### config.mk
export PLATFORM = sky130hd
export DESIGN_NAME = bram_dp_true_be
export DESIGN_NICKNAME = d
export VERILOG_FILES = /design/src/rtl/bram_dp_true_be.sv
export SDC_FILE = /design/constraint.sdc
export NUM_CORES = 1
export LEC_CHECK = 0
export BUFFER_PORTS_ARGS = -buffer_cell sky130_fd_sc_hd__buf_2
export CORE_MARGIN = 2
export CORE_UTILIZATION = 45
export CTS_CLUSTER_DIAMETER = 100
export DETAILED_ROUTE_END_ITERATION = 6
export PLACE_DENSITY_LB_ADDON = 0.08
export SYNTH_ARGS = -nofsm -noshare
export SYNTH_HDL_FRONTEND = slang
export SYNTH_SLANG_ARGS = --single-unit
### constraint.sdc
create_clock -name clk_i -period 3.1 [get_ports clk_i]
set_clock_uncertainty 0.1 [all_clocks]
set_input_delay 0.155 -clock clk_i [delete_from_list [all_inputs] [get_ports clk_i]]
set_output_delay 0.155 -clock clk_i [all_outputs]
set_load 0.02 [all_outputs]
### src/rtl/bram_dp_true_be.sv
// +-----------------------------------------------------------------------+
// | bram_dp_true_be : true dual-port RAM with byte enables, collision      |
// | arbitration and optional output register.                 Rev 1.0     |
// +-----------------------------------------------------------------------+
`default_nettype none

module bram_dp_true_be #(
  parameter int RAM_WIDTH     = 16,
  parameter int RAM_ADDR_BITS = 3,
  parameter int WRITE_MODE    = 0,
  parameter int OUT_REG       = 0,
  parameter int COLL_PRIO     = 0
) (
  input  logic                     clk_i,
  input  logic                     rst_ni,
  input  logic                     en_a_i,
  input  logic                     en_b_i,
  input  logic [RAM_WIDTH/8-1:0]   we_a_i,
  input  logic [RAM_WIDTH/8-1:0]   we_b_i,
  input  logic [RAM_ADDR_BITS-1:0] addr_a_i,
  input  logic [RAM_ADDR_BITS-1:0] addr_b_i,
  input  logic [RAM_WIDTH-1:0]     data_a_i,
  input  logic [RAM_WIDTH-1:0]     data_b_i,
  output logic [RAM_WIDTH-1:0]     data_a_o,
  output logic [RAM_WIDTH-1:0]     data_b_o,
  output logic                     valid_a_o,
  output logic                     valid_b_o,
  output logic                     coll_o,
  output logic [7:0]               coll_cnt_o
);

  localparam int NB        = RAM_WIDTH / 8;
  localparam int RAM_DEPTH = 2 ** RAM_ADDR_BITS;

  logic [RAM_WIDTH-1:0] mem [RAM_DEPTH];

  logic                     en    [2];
  logic [NB-1:0]            we    [2];
  logic [RAM_ADDR_BITS-1:0] addr  [2];
  logic [RAM_WIDTH-1:0]     wdata [2];
  logic [RAM_WIDTH-1:0]     rdata [2];
  logic                     rvalid[2];

  assign en[0]    = en_a_i;
  assign en[1]    = en_b_i;
  assign we[0]    = we_a_i;
  assign we[1]    = we_b_i;
  assign addr[0]  = addr_a_i;
  assign addr[1]  = addr_b_i;
  assign wdata[0] = data_a_i;
  assign wdata[1] = data_b_i;

  logic [NB-1:0] coll_bytes;
  logic          coll;

  assign coll_bytes = (en_a_i && en_b_i && (addr_a_i == addr_b_i)) ? (we_a_i & we_b_i) : '0;
  assign coll       = |coll_bytes;

  function automatic logic [RAM_WIDTH-1:0] merge(input logic [RAM_WIDTH-1:0] old_w,
                                                 input logic [RAM_WIDTH-1:0] new_w,
                                                 input logic [NB-1:0]        be);
    logic [RAM_WIDTH-1:0] res;
    res = old_w;
    for (int k = 0; k < NB; k++) begin
      if (be[k]) res[8*k +: 8] = new_w[8*k +: 8];
    end
    return res;
  endfunction

  // Overlapping bytes are suppressed on the losing port; the array is never reset.
  always_ff @(posedge clk_i) begin
    if (rst_ni) begin
      for (int k = 0; k < NB; k++) begin
        if (en_a_i && we_a_i[k] && !(coll_bytes[k] && COLL_PRIO == 1))
          mem[addr_a_i][8*k +: 8] <= data_a_i[8*k +: 8];
        if (en_b_i && we_b_i[k] && !(coll_bytes[k] && COLL_PRIO == 0))
          mem[addr_b_i][8*k +: 8] <= data_b_i[8*k +: 8];
      end
    end
  end

  generate
    for (genvar p = 0; p < 2; p++) begin : g_port
      logic [RAM_WIDTH-1:0] old_word;
      logic [RAM_WIDTH-1:0] s1_data;
      logic                 s1_valid;

      assign old_word = mem[addr[p]];

      always_ff @(posedge clk_i) begin
        if (!rst_ni) begin
          s1_data  <= '0;
          s1_valid <= 1'b0;
        end else begin
          s1_valid <= 1'b0;
          if (en[p]) begin
            if (!(|we[p])) begin
              s1_data  <= old_word;
              s1_valid <= 1'b1;
            end else if (WRITE_MODE == 1) begin
              s1_data  <= merge(old_word, wdata[p], we[p]);
              s1_valid <= 1'b1;
            end else if (WRITE_MODE != 2) begin
              s1_data  <= old_word;
              s1_valid <= 1'b1;
            end
          end
        end
      end

      if (OUT_REG == 1) begin : g_out_reg
        logic [RAM_WIDTH-1:0] out_data;
        logic                 out_valid;

        always_ff @(posedge clk_i) begin
          if (!rst_ni) begin
            out_data  <= '0;
            out_valid <= 1'b0;
          end else begin
            out_valid <= s1_valid;
            if (s1_valid) out_data <= s1_data;
          end
        end

        assign rdata[p]  = out_data;
        assign rvalid[p] = out_valid;
      end else begin : g_no_out_reg
        assign rdata[p]  = s1_data;
        assign rvalid[p] = s1_valid;
      end
    end
  endgenerate

  assign data_a_o  = rdata[0];
  assign data_b_o  = rdata[1];
  assign valid_a_o = rvalid[0];
  assign valid_b_o = rvalid[1];

  always_ff @(posedge clk_i) begin
    if (!rst_ni) begin
      coll_o     <= 1'b0;
      coll_cnt_o <= 8'd0;
    end else begin
      coll_o <= coll;
      if (coll && coll_cnt_o != 8'hFF) coll_cnt_o <= coll_cnt_o + 8'd1;
    end
  end

endmodule

`default_nettype wire

### Yosys cells after proc, flatten, opt, wreduce, memory -nomap -nowiden

Memory sizes are Yosys's and may differ from the RTL's. A register that Yosys moved wholly into a read port is not among the register bits.
Cells that the tools add are included.

* register bits after elaboration: 11
* memory bits (writable): 128
* input port bits: 46
* output and inout bits: 43
* word-level logic and storage cells: 38
* memories: 1

* add/sub/neg operators: 1
* eq/ne operators: 2
* multiplexer cells: 15
* bitwise gates (word level): 1
* reductions and logical operators: 14

Memory list
* mem: words 8, bits a word 16, read ports 2, clocked after Yosys merged registers in 2, write ports 2, line 35 `logic [RAM_WIDTH-1:0] mem [RAM_DEPTH];`

Operator list (number)
* 2-to-1 mux 1 bit: 14
* logical AND 1 bit: 9
* adder 8 x 1 -> 8 bit (second input constant): 1
* != test 8 bit (second input constant): 1
* logical NOT 1 bit: 4
* equality test 3 bit: 1
* bitwise AND 2 bit: 1
* 2-to-1 mux 2 bit: 1
* OR reduction 2 bit: 1

### Depth between registers and ports, before layout

Gate-level depths: netlist of the first run.

* word-level depth: 8
* mapped depth: 7
* mapped depth without buffers: 4

### Worst setup path before layout of the first run

OpenSTA, ideal clock, no wires.

* path type: input to register
* start point: input addr_a_i[1]
* end point: memory mem[5][10] (enable)
* arrival time: 1630 ps
* required time: 2625 ps
* slack: 995 ps
* stages: 7
* cells stage by stage: buf_2 > xor2_1 > nor4_1 > buf_6 > buf_6 > a211oi_4 > o21bai_1

RTL lines
* start: declaration: line 20 `input logic [RAM_ADDR_BITS-1:0] addr_a_i,`
* end: declaration: line 35

==> results of run 1 <==
-- cell families after synthesis --
group / count (synthesis) / share of synthesized area (%)
multiplexers: 176 / 21.08
adder cells (fa/ha/maj): 1 / 0.1324
AO/OA/AOI/OAI: 226 / 19.91
XOR/XNOR: 3 / 0.2782
buffers and inverters: 66 / 2.993
flip-flops: 171 / 49.79
AND/OR/NAND/NOR: 105 / 5.814
-- flip-flops by register name, summed over array words and instances (netlist names) --
register,flops
valid_b_o,1
coll_o,1
data_a_o,16
coll_cnt_o,8
data_b_o,16
mem,128
valid_a_o,1
-- Yosys cell counts, types with 8 or more instances --
| cell | instances |
|---|---|
| mux2_2 | 142 |
| edfxtp_1 | 128 |
| dfxtp_1 | 43 |
| a221oi_1 | 38 |
| clkbuf_1 | 37 |
| o21ai_0 | 30 |
| nand2_1 | 28 |
| a21oi_1 | 24 |
| a22oi_1 | 23 |
| mux2i_1 | 19 |
| nor2_1 | 15 |
| a211oi_4 | 14 |
| o2bb2ai_1 | 14 |
| o21bai_1 | 13 |
| mux2_1 | 12 |
| a31oi_1 | 11 |
| nor2b_1 | 11 |
| buf_2 | 10 |
| nand3_1 | 10 |
| inv_1 | 9 |
| a221o_1 | 8 |
| o221a_2 | 8 |
-- per-layer routing --
metal	global-route usage (%)	routed length [um]	vias up	share of wire, %
met5	0	0	-	0
met4	11.81	1289	0	3.9
met3	8.716	3863	119	12
met2	44.95	14330	582	44
met1	40.62	13410	3763	41
li1	-	-	3236	-
-- metrics by stage --
| stage | util, % | total power, mW | worst slack [ns] | hold slack [ns] | instance area, um^2 |
|---|---|---|---|---|---|
| 6_report | 53.24 | 5.583 | 0.1145 | 0.01896 | 11090 |
| 3_5_place_dp | 49.92 | 3.334 | 0.3766 | 0.3825 | 10390 |
| 4_1_cts | 53.24 | 5.583 | 0.1271 | 0.001748 | 11090 |
| 3_3_place_gp | 49.92 | 3.318 | 0.4236 | 0.3653 | 10390 |
| 5_1_grt | 53.24 | 5.720 | 0.009423 | 0.01650 | 11090 |
| 2_1_floorplan | - | 3.043 | 0.9951 | 0.1973 | 9448 |
-- area by class of cell --
| class | instances | area, um^2 |
|---|---|---|
| multi-input cells | 511 | 4467 |
| inverters | 10 | 37.54 |
| clock buffers | 19 | 475.5 |
| well taps | 275 | 344.1 |
| fillers | 1817 | 9737 |
| clock inverters | 13 | 146.4 |
| repair buffers | 145 | 910.9 |
| flip-flops and latches | 171 | 4705 |
-- path summary, 6_finish.rpt --
check	start	to	depth (start not counted)	slack, ns
worst max register to register	mem[6][11]	data_a_o[11]	3	1.11
worst max-delay path	en_b_i	mem[3][11]	7	0.11
worst min-delay path	data_b_i[3]	mem[3][3]	2	0.02
worst min register to register	data_a_o[3]	data_a_o[3]	1	0.39
-- timing repair --
action / 4_1_cts / 5_1_grt
hold buffers: 7 / 0
hold endpoints to repair: 6 / 0
setup buffers: 0 / 0
endpoints found under the setup margin: 0 / 3
-- power breakdown --
part	internal, mW	switching, mW	total (mW)
clock network	1.30	0.972	2.27
logic	0.278	0.454	0.732
registers	2.54	0.0434	2.58
==> run summary, run 1 <==
Lkg Pwr: 3.873 nW
Number of synthesized register bits: 171
Die width: 148.9 um
Post-Synthesis Cell Area: 9448 um^2
Fraction of layout instances using a drive strength above 1: 39.93%
Resized cells post-CTS: 0
Kind of start point of the critical path: primary input
HPWL after detailed placement: 22200 um
Layout area overhead: 17.34%
Global-route wire length before repair: 47970 um
Standard cell core area: 20820 um^2
Async SR Flop Fraction: 0%
Register area share after synthesis: 49.79%
CTS clock-pin slew for the worst setup and hold paths: 0.07 ns
Vert. Die Dim: 148.9 um
Dominant cell type by area after synthesis: edfxtp_1
Level count of the clock H-tree: 4
Total I/O pin count: 89
Overall routing resource usage: 29.84%
Main flop type after synthesis: edfxtp_1
Placement row count: 53
Total congestion overflow after global routing: 0
Residual DRC count: 0
Final weighted congestion in routability-driven placement: 0.9249
Relative max-transition margin: 10.72%
Worst setup EP type: flop
NumNets Final: 903
Pin count of the biggest net entering global routing: 44
Net count after synthesis: 795
Unrepaired setup endpoints after global routing: no
Routed Antenna Nets: 0
Power density relative to cell area: 503.6 nW/um^2
Total detailed-routing wirelength: 32890 um
Cell types occupying the most area after synthesis: edfxtp_1 (41%), mux2_2 (17%), dfxtp_1 (9.1%), a221oi_1 (3.5%), a211oi_4 (3.0%)
Outcome: finished, final reports clean
Library cells used by synthesis: 58
Cell mode on critical path: dlygate4sd3_1
Worst Hold Class: in2reg
Commonest non-fill, non-tap cells in the layout: mux2_2 (142), edfxtp_1 (128), buf_2 (88)
Final number of setup-violating endpoints: 0
Series of cell instances along the critical path: dlygate4sd3_1, buf_2, and2_1, nand2_2, a211oi_4, mux2_1, dlygate4sd3_1
Root buf cell: clkbuf_16
Final cycle utilization of the critical path: 96.31%
Number of buffers inserted during clock tree synthesis: 17
Insertion delay to the later sink of the worst-skew pair: 0.44 ns
Number of endpoints with negative hold slack in the final report: 0
Final-report max-slew violation count: 0
Critical path class: in2reg
Number of vias in the routed layout: 7700
First drt pass iteration count: 6
Cell family with most CP delay: buffers and inverters
Number of cells produced by synthesis: 748
Peak clock frequency supported by timing: 335.0 MHz
First-iteration detailed-routing DRC count: 1131
Die area: 22170 um^2
Cell with the biggest individual delay on the critical path: a211oi_4
Share of Yosys cell area claimed by the top area cell type: 40.68%
Number of clock sinks: 171
Critical-path maximum fanout: 9
Via count of the first global-routing pass: 7453
Required time at the endpoint of the critical path: 3.19 ns
Starting utilization of the core area: 45.37%
Initial antenna violation count: 0
Ant. Diodes: 0
Number of flops mapped to enable cells by yosys: 128
Maximum root-to-sink buffer count: 2
Yosys Warn Count: 0
Clock tree from TritonCTS: built
Critical path buffers and inverters: 3
Syn_area_per_cell: 12.63 um^2
Detailed-route vias per instance: 6.731
Slowest stage delay, CP: 0.67 ns
Max IR drop VDD: 364.3 uV
Count of placed standard cells including taps: 1105
Number of violations of the max-capacitance limit: 0
I/O Buffers: 88
Final Non-Filler Cells: 1144
Routed wire length per instance: 28.75 um
CP arrival: 3.07 ns
Leading cell type in the layout, fill and taps excluded: mux2_2
Least-Margin Pin Slew: 1.336 ns
Final TNS setup: 0 ns
Clock period minus final worst setup slack: 2.986 ns
(Power assumes the default switching activity.)
==> inputs of run 2 (changes only) <==
--- a/config.mk
+++ b/config.mk
@@ -10,7 +10,7 @@
 export CORE_UTILIZATION = 45
 export CTS_CLUSTER_DIAMETER = 100
 export DETAILED_ROUTE_END_ITERATION = 6
-export PLACE_DENSITY_LB_ADDON = 0.08
+export PLACE_DENSITY = 0.62
 export SYNTH_ARGS = -nofsm -noshare
 export SYNTH_HDL_FRONTEND = slang
 export SYNTH_SLANG_ARGS = --single-unit
==> run summary, run 2 (same netlist as run 1, synthesis figures left out) <==
Final-report max-slew violation count: 0 (unchanged)
Number of violations of the max-capacitance limit: 0 (unchanged)
Via count of the first global-routing pass: 7495 (+0.56%)
Number of buffers inserted during clock tree synthesis: 17 (unchanged)
Resized cells post-CTS: 0 (unchanged)
Maximum root-to-sink buffer count: 2 (unchanged)
Level count of the clock H-tree: 4 (unchanged)
Max IR drop VDD: 304.2 uV (-16%)
Die width: 148.9 um (unchanged)
Leading cell type in the layout, fill and taps excluded: mux2_2
Number of endpoints with negative hold slack in the final report: 0 (unchanged)
HPWL after detailed placement: 21910 um (-1.3%)
Critical path class: in2reg
Final weighted congestion in routability-driven placement: 0.8991 (-2.8%)
Worst setup EP type: flop
Power density relative to cell area: 484.3 nW/um^2 (-3.8%)
NumNets Final: 894 (-1.0%)
Outcome: finished, final reports clean
Clock tree from TritonCTS: built
Residual DRC count: 0 (unchanged)
Overall routing resource usage: 29.48% (-0.36 points)
Lkg Pwr: 3.766 nW (-2.8%)
Commonest non-fill, non-tap cells in the layout: mux2_2 (142), edfxtp_1 (128), buf_2 (88)
Routed Antenna Nets: 0 (unchanged)
Peak clock frequency supported by timing: 367.9 MHz (+9.8%)
Starting utilization of the core area: 45.37% (unchanged)
Unrepaired setup endpoints after global routing: no
Number of clock sinks: 171 (unchanged)
Ant. Diodes: 0 (unchanged)
Final TNS setup: 0 ns (unchanged)
Flip-flop count of the largest register, all copies and words added: 128 (unchanged)
Kind of start point of the critical path: primary input
Final cycle utilization of the critical path: 87.69% (-8.6 points)
Worst Hold Class: in2reg
Largest register by flop count: mem
Required time at the endpoint of the critical path: 3.04 ns (-0.15 ns)
Layout fillers: 1792 (-1.4%)
Layout area overhead: 15.39%
Detailed-route vias per instance: 6.705 (-0.38%)
Total congestion overflow after global routing: 0 (unchanged)
Fraction of layout instances using a drive strength above 1: 39.12% (-0.82 points)
Clock period minus final worst setup slack: 2.718 ns (-0.2671 ns)
Least-Margin Pin Slew: 1.329 ns (-0.007438 ns)
Standard cell core area: 20820 um^2 (unchanged)
Total I/O pin count: 89 (unchanged)
Pin count of the biggest net entering global routing: 44 (unchanged)
Die area: 22170 um^2 (unchanged)
Placement row count: 53 (unchanged)
Total detailed-routing wirelength: 32390 um (-1.5%)
Root buf cell: clkbuf_16
Tightest hold margin: 0.01984 ns (+0.0008794 ns)
CP arrival: 2.66 ns (-0.41 ns)
Final number of setup-violating endpoints: 0 (unchanged)
Routed wire length per instance: 28.56 um (-0.66%)
Number of vias in the routed layout: 7604 (-1.2%)
First-iteration detailed-routing DRC count: 1173 (+3.7%)
Number of buffers inserted by hold repair at cts: 1 (-6)
Power consumption: 5.279 mW (-5.4%)
Initial antenna violation count: 2 (+2)
CTS clock-pin slew for the worst setup and hold paths: 0.07 ns (about the same)
Insertion delay to the later sink of the worst-skew pair: 0.43 ns (about the same)
Post-CTS Repair Setup Buffers: 0 (unchanged)
Relative max-transition margin: 11.22% (+0.50 points)
I/O Buffers: 88 (unchanged)
Final Cell Area: 10900 um^2 (-1.7%)
First drt pass iteration count: 6 (unchanged)
Global-route wire length before repair: 47570 um (-0.83%)
Post-place instance area: 10370 um^2 (-0.22%)
Vert. Die Dim: 148.9 um (unchanged)
Critical-path maximum fanout: 15 (+6)
## run 2: critical path, stage by stage
cell,delay [ns]
buf_2,0.23
buf_4,0.26
nor3b_1,0.52
nand3_1,0.17
a21oi_2,0.64
o21bai_1,0.68
## run 2: cell type report
type,instances,area [um^2],area share (%)
Clock buffer,22,444.2,4.074
Tap cell,275,344.1,3.156
Multi-Input combinational cell,511,4467,40.97
Inverter,10,37.54,0.3443
Clock inverter,9,76.32,0.7001
Sequential cell,171,4705,43.15
Timing Repair Buffer,136,828.3,7.598
## run 2: power breakdown
group / total [mW] / internal, mW / switching [mW]
clock network: 1.97 / 1.09 / 0.877
registers: 2.58 / 2.54 / 0.0415
logic: 0.733 / 0.272 / 0.460
## run 2: final timing paths
| path | start | end | depth (start not counted) | slack [ns] |
|---|---|---|---|---|
| setup / recovery | addr_b_i[0] | mem[2][15] | 6 | 0.38 |
| hold / removal | data_b_i[2] | mem[3][2] | 2 | 0.02 |
| setup reg to reg | coll_cnt_o[4] | coll_cnt_o[3] | 4 | 1.22 |
| hold reg to reg | data_a_o[5] | data_a_o[5] | 1 | 0.37 |
## run 2: through the flow
step | util, % | worst slack (ns) | std cells
global route | 52.36 | 0.3622 | 1134
finish | 52.36 | 0.3816 | 1134
CTS | 52.36 | 0.5089 | 1134
detailed placement | 49.81 | 0.07286 | 1102
global placement | 49.81 | 0.1506 | 1102
floorplan | - | 0.9951 | 748
## run 2: metal layers
| layer | wire, um | global-route usage (%) | vias to the layer above |
|---|---|---|---|
| li1 | - | - | 3219 |
| met1 | 12830 | 39.15 | 3723 |
| met2 | 14370 | 44.22 | 563 |
| met3 | 3907 | 9.266 | 99 |
| met4 | 1286 | 13.43 | 0 |
| met5 | 0 | 0 | - |
==> inputs of run 3 (changes only) <==
--- a/config.mk
+++ b/config.mk
@@ -6,11 +6,13 @@
 export NUM_CORES = 1
 export LEC_CHECK = 0
 export BUFFER_PORTS_ARGS = -buffer_cell sky130_fd_sc_hd__buf_2
+export CELL_PAD_IN_SITES_DETAIL_PLACEMENT = 1
+export CELL_PAD_IN_SITES_GLOBAL_PLACEMENT = 2
 export CORE_MARGIN = 2
 export CORE_UTILIZATION = 45
 export CTS_CLUSTER_DIAMETER = 100
 export DETAILED_ROUTE_END_ITERATION = 6
-export PLACE_DENSITY = 0.62
+export PLACE_DENSITY = 0.85
 export SYNTH_ARGS = -nofsm -noshare
 export SYNTH_HDL_FRONTEND = slang
 export SYNTH_SLANG_ARGS = --single-unit
==> run summary, run 3 (same netlist as run 1, synthesis figures left out) <==
Outcome: finished, final reports clean
Cell mode on critical path: dlygate4sd3_1
Final Non-Filler Cells: 1139 (+0.44%)
Clock tree from TritonCTS: built
Number of buffers inserted during clock tree synthesis: 17 (unchanged)
Worst setup timing slack at the placement stage: 0.2213 ns (+0.1484 ns)
Via count of the first global-routing pass: 7891 (+5.3%)
HPWL after detailed placement: 25680 um (+17%)
Count of placed standard cells including taps: 1103 (+0.091%)
Power density relative to cell area: 497.9 nW/um^2 (+2.8%)
Fraction of layout instances using a drive strength above 1: 39.51% (+0.40 points)
CP arrival: 3.13 ns (+0.47 ns)
Resized cells post-CTS: 0 (unchanged)
Number of clock sinks: 171 (unchanged)
Least-Margin Pin Slew: 1.320 ns (-0.009230 ns)
Placement row count: 53 (unchanged)
Worst min-delay path startpoint: data_a_i[10]
Worst Slack Setup Final: 0.06370 ns (-0.3179 ns)
Routed Antenna Nets: 0 (unchanged)
Slowest stage delay, CP: 0.75 ns (+0.07 ns)
Worst Hold Class: in2reg
Initial antenna violation count: 1 (-1)
Total congestion overflow after global routing: 0 (unchanged)
Root buf cell: clkbuf_16
Power consumption: 5.457 mW (+3.4%)
Post-place instance area: 10370 um^2 (about the same)
Pin count of the biggest net entering global routing: 41 (-6.8%)
Final weighted congestion in routability-driven placement: 0.9617 (+7.0%)
Critical-path maximum fanout: 9 (-6)
Number of cells on the worst hold path: 2 (unchanged)
R2r worst-path depth: 3 (-1)
Routed wire length per instance: 32.08 um (+12%)
Clock period minus final worst setup slack: 3.036 ns (+0.3179 ns)
Unrepaired setup endpoints after global routing: no
Final cell utilization of the core: 52.63% (+0.28 points)
Launching point of the worst reg2reg path: mem[6][11]
Detailed-route vias per instance: 6.840 (+2.0%)
Vert. Die Dim: 148.9 um (unchanged)
Max IR drop VDD: 401.6 uV (+32%)
Reg-to-reg slack, setup: 1.15 ns (-0.07 ns)
First drt pass iteration count: 7 (+1)
Final number of setup-violating endpoints: 0 (unchanged)
Peak clock frequency supported by timing: 329.3 MHz (-10%)
Cell with the biggest individual delay on the critical path: a211oi_4
Maximum root-to-sink buffer count: 2 (unchanged)
Residual DRC count: 0 (unchanged)
Starting utilization of the core area: 45.37% (unchanged)
Total I/O pin count: 89 (unchanged)
Tightest hold margin: 0.01557 ns (-0.004266 ns)
Total detailed-routing wirelength: 36540 um (+13%)
Critical register-to-register path endpoint: data_a_o[11]
Insertion delay to the later sink of the worst-skew pair: 0.45 ns (+0.02 ns)
CTS clock-pin slew for the worst setup and hold paths: 0.07 ns (about the same)
Final Cell Area: 10960 um^2 (+0.53%)
Number of vias in the routed layout: 7791 (+2.5%)
NumNets Final: 897 (+0.34%)
Number of violations of the max-capacitance limit: 0 (unchanged)
Number of endpoints with negative hold slack in the final report: 0 (unchanged)
Largest register by flop count: mem
Lkg Pwr: 3.811 nW (+1.2%)
Relative max-transition margin: 11.84% (+0.62 points)
Required time at the endpoint of the critical path: 3.20 ns (+0.16 ns)
First-iteration detailed-routing DRC count: 987 (-16%)
Overall routing resource usage: 33.28% (+3.8 points)
Worst setup EP type: flop
Post-CTS Repair Setup Buffers: 0 (unchanged)
I/O Buffers: 88 (unchanged)
Level count of the clock H-tree: 4 (unchanged)
Destination of the worst hold path: mem[3][10]
Commonest non-fill, non-tap cells in the layout: mux2_2 (142), edfxtp_1 (128), buf_2 (88)
Final-report max-slew violation count: 0 (unchanged)
Global-route wire length before repair: 52740 um (+11%)
Layout area overhead: 16.00%
Final cycle utilization of the critical path: 97.95% (+10 points)
Leading cell type in the layout, fill and taps excluded: mux2_2
Kind of start point of the critical path: primary input
Standard cell core area: 20820 um^2 (unchanged)
Die width: 148.9 um (unchanged)
Critical path class: in2reg
Final TNS setup: 0 ns (unchanged)
Series of cell instances along the critical path: dlygate4sd3_1, buf_2, nand2_1, nor4_2, buf_12, buf_4, a211oi_4, mux2_1, dlygate4sd3_1
Flip-flop count of the largest register, all copies and words added: 128 (unchanged)
Die area: 22170 um^2 (unchanged)
run 3: critical path, delay by kind of cell:
kind | cells | cell delay [ns]
AO/OA/AOI/OAI | 1 | 0.75
multiplexers | 1 | 0.38
AND/OR/NAND/NOR | 2 | 0.20
buffers and inverters | 5 | 1.64
run 3: worst max path at each step:
stage           startpoint         end  depth (start not counted)
2_1_floorplan  addr_a_i[1]  mem[5][10]                          7
3_3_place_gp   addr_b_i[2]   mem[4][1]                          8
3_5_place_dp   addr_b_i[2]   mem[4][3]                          8
4_1_cts             en_b_i  mem[3][12]                          9
5_1_grt             en_b_i  mem[3][12]                          9
6_report            en_b_i  mem[3][12]                          9
run 3: per-layer routing:
| metal | global-route usage, % | wire, um |
|---|---|---|
| met2 | 48.92 | 15730 |
| met4 | 15.71 | 1789 |
| met1 | 45.44 | 14970 |
| met3 | 9.480 | 4055 |
| met5 | 0 | 0 |
run 3: where the power goes:
group,switching [mW],leakage (nW),internal (mW)
logic,0.486,2.02,0.277
registers,0.0479,1.51,2.54
clock network,0.956,0.277,1.15
total,1.49,3.81,3.97
run 3: area by class of cell:
type	count	area, um^2
Antenna cell	1	2.502
Inverter	10	37.54
Clock inverter	7	52.55
Sequential cell	171	4705
Clock buffer	25	508.0
Fill cell	2160	9863
Multi-Input combinational cell	511	4467
Timing Repair Buffer	139	843.3
Tap cell	275	344.1
run 3: repair_timing:
action	in CTS	in global routing
hold endpoints to repair	2	0
hold buffers	3	0
setup endpoints to repair	0	0
